===== config.mk =====
export PLATFORM = sky130hd
export DESIGN_NAME = mem_access_ctrl
export DESIGN_NICKNAME = d
export VERILOG_FILES = /design/src/rtl/mem_access_ctrl.sv
export SDC_FILE = /design/constraint.sdc
export NUM_CORES = 1
export LEC_CHECK = 0
export ABC_AREA = 1
export CAP_MARGIN = 20
export CORE_UTILIZATION = 37
export CTS_BUF_LIST = sky130_fd_sc_hd__clkbuf_2
export DETAILED_ROUTE_END_ITERATION = 7
export PLACE_DENSITY = 0.86
export SLEW_MARGIN = 20
export SYNTH_ARGS = -nofsm -noshare
export SYNTH_HDL_FRONTEND = slang
export SYNTH_SLANG_ARGS = --single-unit

===== constraint.sdc =====
create_clock -name clk -period 1.85 [get_ports clk]
set_input_delay 0.2775 -clock clk [delete_from_list [all_inputs] [get_ports clk]]
set_output_delay 0.2775 -clock clk [all_outputs]
set_load 0.02 [all_outputs]

===== src/rtl/mem_access_ctrl.sv =====
// Front end for a single coreir_mem: clears the array after reset, then
// serves a writer and two round-robin readers with a fixed 1-cycle read latency.
module mem_access_ctrl #(
   parameter int                 width          = 5,
   parameter int                 depth          = 4,
   parameter logic               sync_read      = 1'b0,
   parameter logic               clear_on_reset = 1'b1,
   parameter logic [width-1:0]   fill           = '0,
   localparam int                AW             = $clog2(depth)
) (
   input  logic             clk,
   input  logic             arst,
   input  logic             r0_valid,
   input  logic [AW-1:0]    r0_addr,
   output logic             r0_ready,
   input  logic             r1_valid,
   input  logic [AW-1:0]    r1_addr,
   output logic             r1_ready,
   input  logic             wr_valid,
   input  logic [AW-1:0]    wr_addr,
   input  logic [width-1:0] wr_data,
   output logic             wr_ready,
   output logic             rsp_valid,
   output logic             rsp_id,
   output logic [width-1:0] rsp_data,
   output logic             init_done,
   output logic [AW-1:0]    mem_raddr,
   input  logic [width-1:0] mem_rdata,
   output logic [AW-1:0]    mem_waddr,
   output logic [width-1:0] mem_wdata,
   output logic             mem_wen
);

   typedef enum logic {INIT, RUN} state_t;

   localparam state_t        RST_STATE = clear_on_reset ? INIT : RUN;
   localparam logic [AW-1:0] LAST      = AW'(depth - 1);

   state_t        state;
   state_t        state_n;
   logic [AW-1:0] cnt;
   logic [AW-1:0] cnt_n;
   logic          prio;
   logic          run;
   logic          acc0;
   logic          acc1;

   always_ff @(posedge clk or posedge arst) begin
      if (arst) begin
         state <= RST_STATE;
         cnt   <= '0;
      end else begin
         state <= state_n;
         cnt   <= cnt_n;
      end
   end

   always_comb begin
      state_n   = state;
      cnt_n     = cnt;
      mem_wen   = 1'b0;
      mem_waddr = wr_addr;
      mem_wdata = wr_data;
      unique case (state)
         INIT: begin
            mem_wen   = ~arst;
            mem_waddr = cnt;
            mem_wdata = fill;
            cnt_n     = cnt + AW'(1);
            if (cnt == LAST)
               state_n = RUN;
         end
         RUN: begin
            mem_wen = wr_valid & ~arst;
         end
         default: ;
      endcase
   end

   // Gate with arst so nothing is offered while reset is held.
   assign run       = (state == RUN) & ~arst;
   assign init_done = run;
   assign wr_ready  = run;

   // When both readers contend, prio names the one whose turn it is.
   assign r0_ready  = run & (~r1_valid | ~prio);
   assign r1_ready  = run & (~r0_valid | prio);
   assign acc0      = r0_valid & r0_ready;
   assign acc1      = r1_valid & r1_ready;
   assign mem_raddr = acc1 ? r1_addr : r0_addr;

   always_ff @(posedge clk or posedge arst) begin
      if (arst) begin
         prio      <= 1'b0;
         rsp_valid <= 1'b0;
         rsp_id    <= 1'b0;
      end else begin
         rsp_valid <= acc0 | acc1;
         if (acc0 | acc1) begin
            prio   <= acc0;
            rsp_id <= acc1;
         end
      end
   end

   generate
      if (sync_read) begin : g_sync
         assign rsp_data = mem_rdata;
      end else begin : g_async
         logic [width-1:0] rsp_q;

         always_ff @(posedge clk or posedge arst) begin
            if (arst)
               rsp_q <= '0;
            else if (acc0 | acc1)
               rsp_q <= mem_rdata;
         end

         assign rsp_data = rsp_q;
      end
   endgenerate

endmodule


==> impl_metrics.csv <==
group,metric,value,unit
logic_synthesis,ys_seq_area_share,48.57,%
drt,drt_first_pass_iters,4,
sta,grt_setup_unrepaired,"no",
power,worst_ir_drop_vdd,457.8,uV
layout,drive_gt1_share,13.71,%
logic_synthesis,yosysWarnings,0,
power,p_per_area,668.7,nW/um^2
clock_tree,clock_path_buffers,2,
sta,fin_crit,1.780,ns
sta,setup_viol,0,
setup_path,ff2ff_setup_slack,0.50,ns
setup_path,rr_startpoint,"prio",
layout,num_antenna_cells,0,
power,seqPwrFrac,41.2,%
sta,skew,0.01248,ns
power,p_comb_share,39.4,%
drt,vias_per_cell,4.540,
global_route,first_global_vias,518,
placement,place_inst,135,
logic_synthesis,ys_ff_latch,11,
clock_tree,cts_tree,"done",
hold_path,hp-class,"register to register",
power,internal_power,0.0004696,W
sta,finalHoldViolations,0,
clock_tree,cts_sinks,11,
placement,port_buffers,41,
power,switchingPower,0.0002332,W
die,die-height,41.14,microns
hold_path,min_path_cells,2,
global_route,antenna_found_initial,0,
clock_tree,cts-htree-levels,1,
drt,avgRoutedWirePerCell,11.45,microns
sta,max_slew_margin,83.74,%
layout,fin_cells,139,
setup_path,reg2reg_depth,7,
drt,drc,0,
run_status,status,"finished, final reports clean",
setup_path,critPathLaunchType,"primary input",
placement,place_area,1031,sq um
drt,drtAntennaViolNets,0,
logic_synthesis,avgSynthCellArea,7.557,sq um
setup_path,required,1.57,ns
logic_synthesis,synth_cells,75,
layout,area.sequential,275.3,sq um
global_route,grt_pass1_wl,2.270,mm
job,max-cap-violations,0,
sta,max_freq,561.8,MHz
clock_tree,cts_hold_buf,0,
placement,gp_congestion,0.5966,
logic_synthesis,syn-num-nets,97,
logic_synthesis,ys_types,15,
logic_synthesis,syn_area,566.8,sq um
setup_path,end_kind,"output pin",
die,die_w,41.14,microns
drt,drtIter0Drc,20,
clock_tree,clkLatencyLatePin,0.26,ns
sta,worstMarginPinSlew,0.2435,ns
clock_tree,cts_buffers,3,
global_route,grt_start_max_net_pins,12,
layout,area_delta_synth_final,85.43,%
drt,drt-total-wl,1.592,mm
layout,multi_input_area,232.7,sq um
setup_path,worstPathArrival,1.50,ns
sta,drv_slew,0,
layout,finalInstanceArea,1051,sq um
die,rows,13,
power,p_leak,0.6165,nW
die,start_util,41.48,%
die,die_area,1693,sq um
clock_tree,post_cts_buffers,0,
sta,min_period_over_period,96.22,%
clock_tree,cts.clk_slew.worst_paths,0.10,ns
drt,vias,631,
layout,nets,147,
layout,fill_cells,103,
die,design.core.area,1366,sq um
placement,hpwl,1.245,mm
hold_path,min_from,"rsp_id",
global_route,overflow,0,
setup_path,crit_path_max_fanout,4,
setup_path,r2r_end,"rsp_data[2]",
clock_tree,clock-root-buffer,"clkbuf_2",
power,switching_share,33.19,%
power,power.share.clock,19.4,%
clock_tree,cts_resized,7,
setup_path,crit_type,"primary input to output pin",
die,ios,42,
global_route,grt_usage,21.53,%
hold_path,worst_hold_path.endpoint,"rsp_id",
## worst max-delay path, stage by stage
cell             delay [ns]
clkdlybuf4s50_1        0.46
nor2_4                 0.15
clkdlybuf4s50_1        0.61
## through the flow
stage          power (W)  hold WS, ns  setup TNS, ns  setup WS, ns  utilization (%)
2_1_floorplan  0.0004196       0.1451              0        0.3229                -
3_3_place_gp   0.0005733       0.4645        -0.6758       -0.2412            75.46
3_5_place_dp   0.0005829       0.4625        -0.8246       -0.2781            75.46
4_1_cts        0.0007103       0.4865              0      0.004860            76.47
5_1_grt        0.0007475       0.5293              0     0.0003402            76.92
6_report       0.0007028       0.4814              0       0.06992            76.92
## final cells by class
type	instances	share of cell area, %
sequential	11	26.19
inverter	11	3.929
multi-input combinational	50	22.14
timing repair buffer	48	44.05
clock buffer	4	1.905
tap	15	1.786
## kinds of logic (layout without fill, tap and decap cells)
group,count (synthesis),count (layout),synth area share [%]
xor+xnor,1,1,1.546
simple gates,44,44,33.78
buf+inv,14,63,10.38
fa+ha+maj,1,1,2.207
compound gates,4,4,3.532
flops,11,11,48.56
## cells in the final DEF (no fill, tap or decap)
cell             instances
a21oi_1                  2
buf_4                    7
clkbuf_2                 6
clkdlybuf4s50_1         29
dfrtp_1                 11
dlygate4sd2_1            4
dlymetal6s2s_1           6
ha_1                     1
inv_1                   10
inv_2                    1
nand2_1                 33
nand3_1                  6
nand4_2                  1
nor2_1                   2
nor2_4                   1
o21ai_1                  2
or2_2                    1
xnor2_1                  1
## layer usage
layer / global-route usage, % / routed length [microns]
met5: 0 / 0
met4: 9.677 / 0
met3: 5.435 / 109
met2: 37.50 / 839
met1: 24.48 / 643
## flip-flops by register name (all words and copies together) (netlist names)
name / cells
rsp_data: 5
cnt: 2
prio: 1
rsp_id: 1
rsp_valid: 1
state: 1
## worst max path at each step
stage | start | end | slack [ns] | cells after the start
floorplan | state | mem_raddr[0] | 0.32 | 5
global placement | arst | mem_raddr[1] | -0.24 | 5
detailed placement | arst | mem_raddr[1] | -0.28 | 5
CTS | arst | mem_raddr[0] | 0.005 | 5
global route | arst | wr_ready | 0.0003 | 3
finish | arst | wr_ready | 0.07 | 3
## Yosys cell counts
master   count  share of area [%]
nand2_1     33                 22
dfrtp_1     11                 49
inv_1       10                6.6
nand3_1      6                5.3
a21oi_1      2                1.8
buf_2        2                1.8
nor2_1       2                1.3
o21ai_1      2                1.8
buf_4        1                1.3
ha_1         1                2.2
inv_2        1               0.66
nand4_2      1                2.2
nor2_4       1                2.0
or2_2        1                1.1
xnor2_1      1                1.5
## power groups by stage
| stage | Combinational, W | Clock [W] | Sequential (W) |
|---|---|---|---|
| after CTS | 0.000282 | 0.000139 | 0.000290 |
| after global routing | 0.000304 | 0.000149 | 0.000294 |
| final | 0.000277 | 0.000136 | 0.000290 |
| after floorplan | 0.0000909 | 0 | 0.000329 |
| after global placement | 0.000281 | 0 | 0.000293 |
| after detailed placement | 0.000288 | 0 | 0.000295 |
Note: power is estimated with default switching activity, not from simulation.
